### src/rtl/cpu_types_pkg.sv
// Shared CPU-side types for the memory arbiter.
//   ramstate_t  : handshake state reported by the RAM model
//   word_t      : 32-bit data/address word
//   arb_state_t : arbiter FSM states
package cpu_types_pkg;

    typedef logic [31:0] word_t;

    typedef enum logic [1:0] {
        FREE   = 2'd0,
        BUSY   = 2'd1,
        ACCESS = 2'd2,
        ERROR  = 2'd3
    } ramstate_t;

    typedef enum logic [1:0] {
        IDLE = 2'd0,
        IREQ = 2'd1,
        DREQ = 2'd2
    } arb_state_t;

endpackage

### src/rtl/memory_arbiter.sv
// Single-port RAM arbiter between an instruction-fetch port and a data
// load/store port.
//   CLK, RST            : clock, synchronous active-high reset
//   iREN, iaddr         : fetch request and address
//   dREN, dWEN, daddr,
//   dstore              : data load/store request, address, store data
//   ihit, iload         : fetch completion pulse and fetched word
//   dhit, dload         : data completion pulse and loaded word
//   ramaddr, ramstore,
//   ramREN, ramWEN      : RAM request driven from the latched transaction
//   ramload, ramstate   : RAM read data and handshake state
//   merr                : sticky error flag, set when a transaction is
//                         aborted after MAX_RETRY consecutive ERROR cycles
module memory_arbiter
    import cpu_types_pkg::*;
#(
    parameter int MAX_RETRY = 4
) (
    input  logic      CLK,
    input  logic      RST,
    input  logic      iREN,
    input  word_t     iaddr,
    input  logic      dREN,
    input  logic      dWEN,
    input  word_t     daddr,
    input  word_t     dstore,
    output logic      ihit,
    output logic      dhit,
    output word_t     iload,
    output word_t     dload,
    output word_t     ramaddr,
    output word_t     ramstore,
    output logic      ramREN,
    output logic      ramWEN,
    input  word_t     ramload,
    input  ramstate_t ramstate,
    output logic      merr
);

    localparam int RETRY_W = $clog2(MAX_RETRY) + 1;
    localparam logic [RETRY_W-1:0] RETRY_LAST = RETRY_W'(MAX_RETRY - 1);

    arb_state_t         state_reg, state_next;
    logic               last_data_reg, last_data_next;  // last completed grant was data
    word_t              addr_reg, addr_next;
    word_t              store_reg, store_next;
    logic               write_reg, write_next;
    logic [RETRY_W-1:0] retry_reg, retry_next;
    logic               merr_reg, merr_next;

    logic dreq;
    assign dreq = dREN | dWEN;
    assign merr = merr_reg;

    always_comb begin
        state_next     = state_reg;
        last_data_next = last_data_reg;
        addr_next      = addr_reg;
        store_next     = store_reg;
        write_next     = write_reg;
        retry_next     = retry_reg;
        merr_next      = merr_reg;
        ihit           = 1'b0;
        dhit           = 1'b0;
        iload          = '0;
        dload          = '0;
        ramaddr        = '0;
        ramstore       = '0;
        ramREN         = 1'b0;
        ramWEN         = 1'b0;

        case (state_reg)
            IDLE: begin
                // Data normally wins; yield to a waiting fetch if data
                // completed last, so neither side can starve the other.
                if (dreq && !(iREN && last_data_reg)) begin
                    state_next = DREQ;
                    addr_next  = daddr;
                    store_next = dstore;
                    write_next = dWEN;   // load+store together is a store
                    retry_next = '0;
                end else if (iREN) begin
                    state_next = IREQ;
                    addr_next  = iaddr;
                    store_next = '0;
                    write_next = 1'b0;
                    retry_next = '0;
                end
            end

            IREQ, DREQ: begin
                ramaddr  = addr_reg;
                ramstore = store_reg;
                ramREN   = ~write_reg;
                ramWEN   = write_reg;
                case (ramstate)
                    ACCESS: begin
                        state_next = IDLE;
                        retry_next = '0;
                        if (state_reg == IREQ) begin
                            ihit           = 1'b1;
                            iload          = ramload;
                            last_data_next = 1'b0;
                        end else begin
                            dhit           = 1'b1;
                            dload          = write_reg ? '0 : ramload;
                            last_data_next = 1'b1;
                        end
                    end
                    ERROR: begin
                        if (retry_reg == RETRY_LAST) begin
                            state_next = IDLE;
                            retry_next = '0;
                            merr_next  = 1'b1;
                        end else begin
                            retry_next = retry_reg + 1'b1;
                        end
                    end
                    default: begin
                        // FREE/BUSY: keep waiting with strobes held
                    end
                endcase
            end

            default: state_next = IDLE;
        endcase
    end

    always_ff @(posedge CLK) begin
        if (RST) begin
            state_reg     <= IDLE;
            last_data_reg <= 1'b0;
            addr_reg      <= '0;
            store_reg     <= '0;
            write_reg     <= 1'b0;
            retry_reg     <= '0;
            merr_reg      <= 1'b0;
        end else begin
            state_reg     <= state_next;
            last_data_reg <= last_data_next;
            addr_reg      <= addr_next;
            store_reg     <= store_next;
            write_reg     <= write_next;
            retry_reg     <= retry_next;
            merr_reg      <= merr_next;
        end
    end

endmodule

### config.mk
export PLATFORM = sky130hd
export DESIGN_NAME = memory_arbiter
export DESIGN_NICKNAME = d
export VERILOG_FILES = /design/src/rtl/cpu_types_pkg.sv /design/src/rtl/memory_arbiter.sv
export SDC_FILE = /design/constraint.sdc
export NUM_CORES = 1
export LEC_CHECK = 0
export CAP_MARGIN = 20
export CORE_ASPECT_RATIO = 1.2
export CORE_MARGIN = 4
export CORE_UTILIZATION = 38
export DETAILED_ROUTE_END_ITERATION = 12
export PLACE_DENSITY = 0.86
export SYNTH_ARGS = -nofsm -noshare
export SYNTH_HDL_FRONTEND = slang
export SYNTH_SLANG_ARGS = --single-unit
### constraint.sdc
create_clock -name CLK -period 2.7 [get_ports CLK]
set_input_delay 0.405 -clock CLK [delete_from_list [all_inputs] [get_ports CLK]]
set_output_delay 0.405 -clock CLK [all_outputs]
set_load 0.01 [all_outputs]
# Word-level counts from Yosys, hierarchy flattened
# Cells that the tools add are included.
[totals] register_bits=72 in_bits=135 out_inout_bits=133 elab_cells=63
[op_classes] add_sub_neg=1 n_eq_ne=8 mux=33 n_bitwise=2 n_reduce_logical=12
[op_table] op="2-to-1 mux 32 bit" count=13
[op_table] op="case mux 3 bit (2 select lines)" count=2
[op_table] op="2-to-1 mux 1 bit" count=10
[op_table] op="2-to-1 mux 3 bit" count=3
[op_table] op="AND reduction 3 bit" count=3
[op_table] op="case mux 2 bit (2 select lines)" count=2
[op_table] op="== test 2 bit (second input constant)" count=3
[op_table] op="2-to-1 mux 2 bit" count=3
[op_table] op="!= test 3 bit (second input constant)" count=2
[op_table] op="AND reduction 2 bit" count=2
[op_table] op="nonzero test 2 bit" count=2
[op_table] op="adder 3 x 1 -> 3 bit (second input constant)" count=1
[op_table] op="== test 3 x 2 -> 1 bit (second input constant)" count=1
[op_table] op="!= test 3 x 2 -> 1 bit (second input constant)" count=1
[op_table] op="== test 2 x 1 -> 1 bit (second input constant)" count=1
[op_table] op="logical AND 1 bit" count=2
[op_table] op="zero test 2 bit" count=1
[op_table] op="OR reduction 2 bit" count=1
[op_table] op="zero test 1 bit" count=1
[op_table] op="inverter 1 bit" count=1
[op_table] op="OR 1 bit" count=1

# Depth between registers and ports, before layout
[logic_depth] ltp_word=5 mapped_depth=7

# Worst setup path after synthesis
# No wires, ideal clock.
[synth_path] path_kind="flip-flop to output port" from="register state_reg[0]" to="output port dload[10]" arrival_time_ps=1638 slack_ps=657 path_stages_with_launch=7 cell_sequence="dfxtp_1 -> inv_1 -> ha_1 -> nor2b_1 -> and3b_1 -> clkbuf_1 -> and2_1"
[synth_between] elab_chain_len=4
[synth_rtl] item="start: declaration" line_no="memory_arbiter.sv:43" source="arb_state_t state_reg, state_next;"
[synth_rtl] item="start signal: assignment" line_no="memory_arbiter.sv:139" source="state_reg <= state_next;"
[synth_rtl] item="== test 2 x 1 -> 1 bit" line_no="memory_arbiter.sv:72, memory_arbiter.sv:100"
[synth_rtl] item="2-to-1 mux 32 bit" line_no="memory_arbiter.sv:100" source="if (state_reg == IREQ) begin"
[synth_rtl] item="2-to-1 mux 32 bit" line_no="memory_arbiter.sv:96" source="case (ramstate)"
[synth_rtl] item="2-to-1 mux 32 bit *" line_no="memory_arbiter.sv:72" source="case (state_reg)"
[synth_rtl] item="end: declaration" line_no="memory_arbiter.sv:30" source="output word_t dload,"
# Mark *: on every way between the ends. The rest lies on a longest branch, timed or not.

# Worst setup path after layout
[layout_path] from="register state_reg[1]" to="output port dload[0]"
# Same word-level chain as after synthesis.

==> results.ini <==
[critical_path]
cp_cell_sequence = inv_1 -> ha_4 -> nor2b_2 -> and3b_2 -> and2_1 -> clkdlybuf4s50_1
slowest_stage = clkdlybuf4s50_1
max_stage_delay_ns = 0.57
startpoint = state_reg[1]
worst-endpoint-required_ns = 2.30
r2r_start = state_reg[1]
endpoint = dload[0]
crit_fanout = 3
worstRegToRegCells = 6
crit_type = reg -> out
r2r_slack_ns = 0.83
timing.rr.end = state_reg[0]
crit_path_start_kind = register
cp.arrival_ns = 2.24
end_kind = output port

[route]
viasPerCell = 5.03
drc_errors = 0
wl_met3_um = 1130
firstDrtPassIters = 4
num_vias = 4145
highest_layer = met4
wl_met1_um = 5300
drtAntennaViolNets = 0
wirelength_um = 13500
drt-initial-drc-count = 127
wl_met2_um = 6750
wl_per_cell_um = 16.3

[clock_tree]
cts_buffers = 9
clock-sinks = 72
path_clk_slew_ns = 0.06
cts_buffer_depth = 2
clock_latency_ns = 0.32
htree_levels = 3
cts_tree = yes
clockRootBuffer = clkbuf_16

[timing]
drv_slew = 0
post-route-period-util_pct = 97.9
finClkSkew_ns = 0.00814
min_period_ns = 2.64
setup_viol = 0
worstMarginPinSlew_ns = 0.795
fmax_ghz = 0.378
finalHoldViolCount = 0
tns_ns = 0
relSlewSlack_pct = 47.0
setup_slack_ns = 0.0578

[cells_and_area]
area_growth_pct = 81.0
nNetsFinal = 835
drive_above_1_share_pct = 5.56
final_common_cell = clkdlybuf4s50_1
fill_cells = 736
insertedDiodeCount = 0
layout_common_cells = clkdlybuf4s50_1 (229), and2_1 (130), dfxtp_1 (71)

[synthesis]
yosysUniqueCellTypes = 28
yosysTopAreaCellShare_pct = 37.5
yosysWarnings = 0
yosysSeqAreaShare_pct = 37.5
syn_area_per_cell_um2 = 8.59
netlist_area_um2 = 3840
synth_area_leaders = dfxtp_1 (38%), and2_1 (21%), mux2i_1 (9.4%), a32oi_1 (7.5%), a211oi_1 (6.6%)
synth_edf_count = 0
synth_area_leader_cell = dfxtp_1
synthArstFlopShare_pct = 0
synth_seq_cells = 72
ys.flop_type = dfxtp_1
syn_nets = 586
synthCells = 447

[floorplan]
die-area_um2 = 11800
io_pins = 268
die_h_um = 118
num_rows = 39
die_w_um = 99.8
start_util_pct = 39.5
fp.coreArea_um2 = 9710

[global_route]
grt_antenna_before_repair = 0
grt_pass1_wl_um = 21000
grt_util_all_layers_pct = 21.8
grt_max_degree = 65
grt_overflow_total = 0
grt_pass1_vias = 4141

[power]
power.density_nw_per_um2 = 584
p_leak_uw = 0.00314
peakVddDrop_v = 0.000351

[place]
place.gp.congestion = 0.903
post-place-ws_ns = -0.0495
dpl.hpwl_um = 10400
io_buffers = 267

[min_path]
min_path_type = reg -> reg

[status]
status = complete, no violations

[run]
max_cap_viol_count = 0

-- worst min path at each step --
stage / from / endpoint / slack (ns) / cells past startpoint
4_1_cts: retry_reg[2] / retry_reg[2] / 0.47 / 2
3_5_place_dp: retry_reg[2] / retry_reg[2] / 0.46 / 2
3_3_place_gp: retry_reg[2] / retry_reg[2] / 0.45 / 2
2_1_floorplan: retry_reg[2] / retry_reg[2] / 0.43 / 2
6_report: retry_reg[2] / retry_reg[2] / 0.47 / 2
5_1_grt: retry_reg[2] / retry_reg[2] / 0.49 / 2
-- area by class of cell --
| type | count | area [um2] | share of cell area (%) |
|---|---|---|---|
| tap | 123 | 154 | 2.21 |
| clock inverter | 6 | 42.5 | 0.612 |
| clock buffer | 10 | 239 | 3.44 |
| inverter | 3 | 11.3 | 0.162 |
| sequential | 72 | 1440 | 20.8 |
| timing repair buffer | 280 | 2820 | 40.5 |
| multi-input combinational | 330 | 2250 | 32.3 |
-- layer usage --
layer | track usage [%] | up-vias
met5 | 0 | -
met4 | 7.26 | 0
met3 | 5.81 | 25
met2 | 37.9 | 173
met1 | 25.5 | 1896
li1 | - | 2051
-- power breakdown --
group	total (uW)	internal, uW	switching (uW)
Combinational	1610	826	788
Clock	1090	647	442
Sequential	1350	1260	92.1
-- cells by family (layout without fill, tap and decap cells) --
| group | Yosys count | count (layout) | share of synthesized area, % |
|---|---|---|---|
| DFF | 72 | 72 | 37.5 |
| buffers and inverters | 45 | 299 | 5.15 |
| AOI/OAI and AO/OA | 72 | 72 | 15.4 |
| and+or+nand+nor | 218 | 218 | 31.2 |
| adders and majority gates | 4 | 4 | 1.30 |
| muxes | 36 | 36 | 9.38 |
-- what timing repair did --
item,4_1_cts,5_1_grt
hold buffers,0,0
buffers inserted,0,0
resized for setup,29,15
setup endpoints to repair,60,101
-- cell usage after synthesis (all sizes together) (2+ instances only) --
library cell    n
a211oi         34
a32oi          33
and2          130
and3            2
buf            16
clkbuf         26
dfxtp          72
ha              4
inv             3
mux2i          36
nand2b          6
nor2           68
nor2b           3
nor3            2
-- critical path: cells and delay by family, from the launching register on --
family                   cells  cell delay, ns
flip-flops                   1            0.35
buffers and inverters        2            0.66
adder cells (fa/ha/maj)      1            0.29
AND/OR/NAND/NOR              3            0.61
-- stage by stage --
stage / instances / utilization, % / hold WS, ns / area, um2 / power (uW)
floorplan: 447 / - / 0.432 / 3840 / 2220
global placement: 807 / 68.1 / 0.448 / 6610 / 2910
detailed placement: 807 / 68.1 / 0.458 / 6610 / 2960
CTS: 823 / 70.8 / 0.468 / 6880 / 4060
global route: 824 / 71.6 / 0.486 / 6950 / 4310
finish: 824 / 71.6 / 0.470 / 6950 / 4060
Power figures use the tool's default switching activity.
==> patch 1, RTL diff (same settings) <==
Register the output `ramaddr`; this adds one clock of latency there. The other outputs are not delayed to match.
--- a/src/rtl/memory_arbiter.sv
+++ b/src/rtl/memory_arbiter.sv
@@ -40,6 +40,8 @@
     localparam int RETRY_W = $clog2(MAX_RETRY) + 1;
     localparam logic [RETRY_W-1:0] RETRY_LAST = RETRY_W'(MAX_RETRY - 1);
 
+    word_t ramaddr_d;
+
     arb_state_t         state_reg, state_next;
     logic               last_data_reg, last_data_next;  // last completed grant was data
     word_t              addr_reg, addr_next;
@@ -64,7 +66,7 @@
         dhit           = 1'b0;
         iload          = '0;
         dload          = '0;
-        ramaddr        = '0;
+        ramaddr_d      = '0;
         ramstore       = '0;
         ramREN         = 1'b0;
         ramWEN         = 1'b0;
@@ -89,7 +91,7 @@
             end
 
             IREQ, DREQ: begin
-                ramaddr  = addr_reg;
+                ramaddr_d = addr_reg;
                 ramstore = store_reg;
                 ramREN   = ~write_reg;
                 ramWEN   = write_reg;
@@ -146,5 +148,9 @@
         end
     end
 
+    always_ff @(posedge CLK) begin
+        ramaddr <= ramaddr_d;
+    end
+
 endmodule
 
Function: changed (Yosys sat finds a counterexample within 4 cycles, from zero or initial values and one cycle with RST high).
==> patch 1 against the unedited design <==
- via count increased by 4.8%
- clock power is 24% higher
- synthesized area increased by 17%
- routed wire length is 8.4% higher
- worst setup slack improved by 0.046 ns
- total power grew 20%
- sequential cell count grew 32
- final area up 8.8%
==> patch 1: results (changes against the unedited design) <==
hold_path_depth: 1  # was 2
final_cells: 890  # was 824
wl_um: 14600  # was 13,500 um
grt_use_total_pct: 21.1  # was 21.8%
avgViaCountPerCell: 4.88  # was 5.03
synth_compound_area_share_pct: 13.5  # was 15.4%
critical-path-top-delay-family: "buffers and inverters"  # unchanged
grt_pass1_wl_um: 23100  # was 21,000 um
synth_fp_nets: 617  # was 586
dpl_cell_area_sq_um: 7300  # was 6610 sq um
hpwlAfterDp_um: 10900  # was 10,400 um
num-fill-cells: 915  # was 736
rr_worst_depth: 6  # unchanged
port_buffers: 267  # unchanged
p_leak_nw: 3.37  # was 3.14 nW
drive_gt1_share_pct: 7.37  # was 5.56%
ys_types: 26  # was 28
place_ws_ns: 0.00273  # was -0.0495 ns
grt_pass1_vias: 4556  # was 4,141
post-cts-setup-buffers: 2  # was 0
finClkSkew_ns: 0.00764  # was 0.00814 ns
grt_use_met2_pct: 38.3  # was 37.9%
grt_max_degree: 69  # was 65
hold_class: "reg -> reg"  # unchanged
cts_resized: 64  # was 29
use_met1_pct: 22.7  # was 25.5%
synthXorXnorAreaFrac_pct: 0  # unchanged
syn_inst: 478  # was 447
final_net_count: 867  # was 835
finalHoldViolations: 0  # unchanged
cts_buffer_depth: 2  # unchanged
use_met3_pct: 6.97  # was 5.81%
critPathMaxStageDelay_ns: 0.57  # about the same
max-vdd-ir-drop_mv: 0.402  # was 0.351 mV
synthMuxAreaShare_pct: 8.02  # was 9.38%
clk_pin_slew_worst_paths_ns: 0.07
antenna_cells: 0  # unchanged
final_cell_area_sq_um: 7560  # was 6950 sq um
synth_adder_area_share_pct: 1.11  # was 1.30%
synth_area_leaders: "dfxtp_1 46%, and2_1 18%, mux2i_1 8.0%"  # was dfxtp_1 38%, and2_1 21%, mux2i_1 9.4%
root_buffer: "clkbuf_16"  # unchanged
status: "complete, no violations"  # unchanged
crit_fanout: 68  # was 3
place.gp.congestion: 0.892  # was 0.903
drtIter0Drc: 162  # was 127
slew_headroom_pct: 39.7  # was 47.0%
critPathArrivalTime_ns: 2.19  # was 2.24 ns
synth_common_cells: "129 x and2_1, 104 x dfxtp_1, 69 x nor2_1"  # was 130 x and2_1, 72 x dfxtp_1, 68 x nor2_1
worstSkewPairLatency_ns: 0.33
synth_edf_count: 0  # unchanged
worst_path_max_delay_cell: "clkdlybuf4s50_1"  # unchanged
ys_seq_area_share_pct: 46.4  # was 37.5%
async_reset_ff_share_pct: 0  # unchanged
cts_made_buffers: 9  # unchanged
==> patch 1: final cells by class <==
cell class / count / area share [%]
Sequential cell: 104 / 27.6
Inverter: 5 / 0.248
Clock inverter: 4 / 1.03
Timing Repair Buffer: 281 / 36.1
Clock buffer: 12 / 3.13
Tap cell: 157 / 2.60
Multi-Input combinational cell: 327 / 29.4
==> patch 1: power by group <==
group | switching (mW) | internal [mW]
sequential | 0.114 | 1.81
clock | 0.535 | 0.819
combinational | 0.791 | 0.810
total | 1.44 | 3.44
==> patch 1: worst paths after layout <==
kind | to | from | slack [ns]
max | ramREN | state_reg[1] | 0.10
max reg2reg | state_reg[0] | state_reg[0] | 0.72
min reg2reg | ramaddr[10] | addr_reg[10] | 0.45
min | ramaddr[10] | addr_reg[10] | 0.45
==> patch 1: layer usage <==
| metal | wire length, um | part of all wire, % |
|---|---|---|
| met5 | 0 | 0 |
| met4 | 339 | 2.3 |
| met3 | 1340 | 9.1 |
| met2 | 7460 | 51 |
| met1 | 5470 | 37 |
==> patch 2, RTL diff (same settings) <==
Made on the original files. Change the parameter `MAX_RETRY` from 4 to 2.
--- a/src/rtl/memory_arbiter.sv
+++ b/src/rtl/memory_arbiter.sv
@@ -14,7 +14,7 @@
 module memory_arbiter
     import cpu_types_pkg::*;
 #(
-    parameter int MAX_RETRY = 4
+    parameter int MAX_RETRY = 2
 ) (
     input  logic      CLK,
     input  logic      RST,
Behaviour: not the same (a bounded check fails within 4 cycles, from zero or initial values and one cycle with RST high).
==> patch 2 against the unedited design <==
- sequential cell count is 1 lower
- utilization up 0.67 points
- synthesized area fell by 0.81%
- sequential share of layout area decreased by 0.38 points
- die area is 0.76% lower
- first-iteration DRC count down 21%
- global-route usage grew 1.5 points
- via count rose by 2.5%
- total power increased by 4.7%
- worst setup slack better by 0.048 ns
- final area is 0.43% higher
- routed wire length rose by 6.9%
- critical path type unchanged
==> patch 2: results (changes against the unedited design) <==
hold_path_depth: 2  # unchanged
synth_adder_area_share_pct: 1.31  # was 1.30%
place_ws_ns: 0.0671  # was -0.0495 ns
num-fill-cells: 738  # was 736
num_vias: 4247  # was 4,145
synth_common_cells: "98 x and2_1, 71 x dfxtp_1, 67 x nor2_1"  # was 130 x and2_1, 72 x dfxtp_1, 68 x nor2_1
reg2reg_slack_ns: 0.72  # was 0.83 ns
crit_fanout: 16  # was 3
worst_hold_slack_ns: 0.460  # was 0.470 ns
grt_pass1_wl_um: 21600  # was 21,000 um
hpwlAfterDp_um: 11100  # was 10,400 um
avgViaCountPerCell: 5.15  # was 5.03
grt_use_total_pct: 23.2  # was 21.8%
critPathArrivalTime_ns: 2.19  # was 2.24 ns
drive_gt1_share_pct: 6.01  # was 5.56%
antenna_found_initial: 6  # was 0
place.gp.congestion: 0.966  # was 0.903
synth_fp_nets: 584  # was 586
critPathMaxStageDelay_ns: 0.53  # was 0.57 ns
ys_seq_area_share_pct: 37.3  # was 37.5%
p_leak_nw: 3.09  # was 3.14 nW
wl_um: 14400  # was 13,500 um
status: "complete, no violations"  # unchanged
drtIter0Drc: 100  # was 127
avgSynthCellArea_sq_um: 8.56  # was 8.59 sq um
r2r_start: "state_reg[0]"  # was state_reg[1]
worstMarginPinSlew_ns: 0.718  # was 0.795 ns
cp-endpoint: "dload[18]"  # was dload[0]
max-vdd-ir-drop_mv: 0.410  # was 0.351 mV
dpl_cell_area_sq_um: 6610  # about the same
r2r_end: "state_reg[1]"  # was state_reg[0]
holdPathEnd: "retry_reg[1]"  # was retry_reg[2]
synthMuxAreaShare_pct: 8.94  # was 9.38%
hp-start: "retry_reg[1]"  # was retry_reg[2]
cts_resized: 23  # was 29
finClkSkew_ns: 0.00439  # was 0.00814 ns
-- patch 2: changes by cell type in the layout (fill, tap and decap cells not counted), moves of 4 or more --
cell,change
clkdlybuf4s50_1,+12
dlymetal6s2s_1,-8
and3_1,+32
dlygate4sd2_1,-4
and2_1,-32
-- patch 2: report_power, final --
part | internal [mW] | switching [mW]
combinational | 0.850 | 0.828
sequential | 1.25 | 0.0930
clock | 0.801 | 0.426
-- patch 2: layout make-up --
type / count / area, sq um / area share [%]
Multi-Input combinational cell: 325 / 2210 / 31.7
Clock inverter: 7 / 87.6 / 1.25
Clock buffer: 9 / 225 / 3.23
Sequential cell: 71 / 1420 / 20.4
Antenna cell: 2 / 5.00 / 0.0717
Inverter: 3 / 11.3 / 0.161
Timing Repair Buffer: 284 / 2860 / 41.0
Tap cell: 123 / 154 / 2.20
-- patch 2: metal layers --
layer,part of all wire (%),up-vias,track usage [%]
li1,-,2071,-
met1,34,1923,22.3
met2,51,193,41.7
met3,9.3,52,8.00
met4,5.2,8,14.2
met5,0.32,-,0
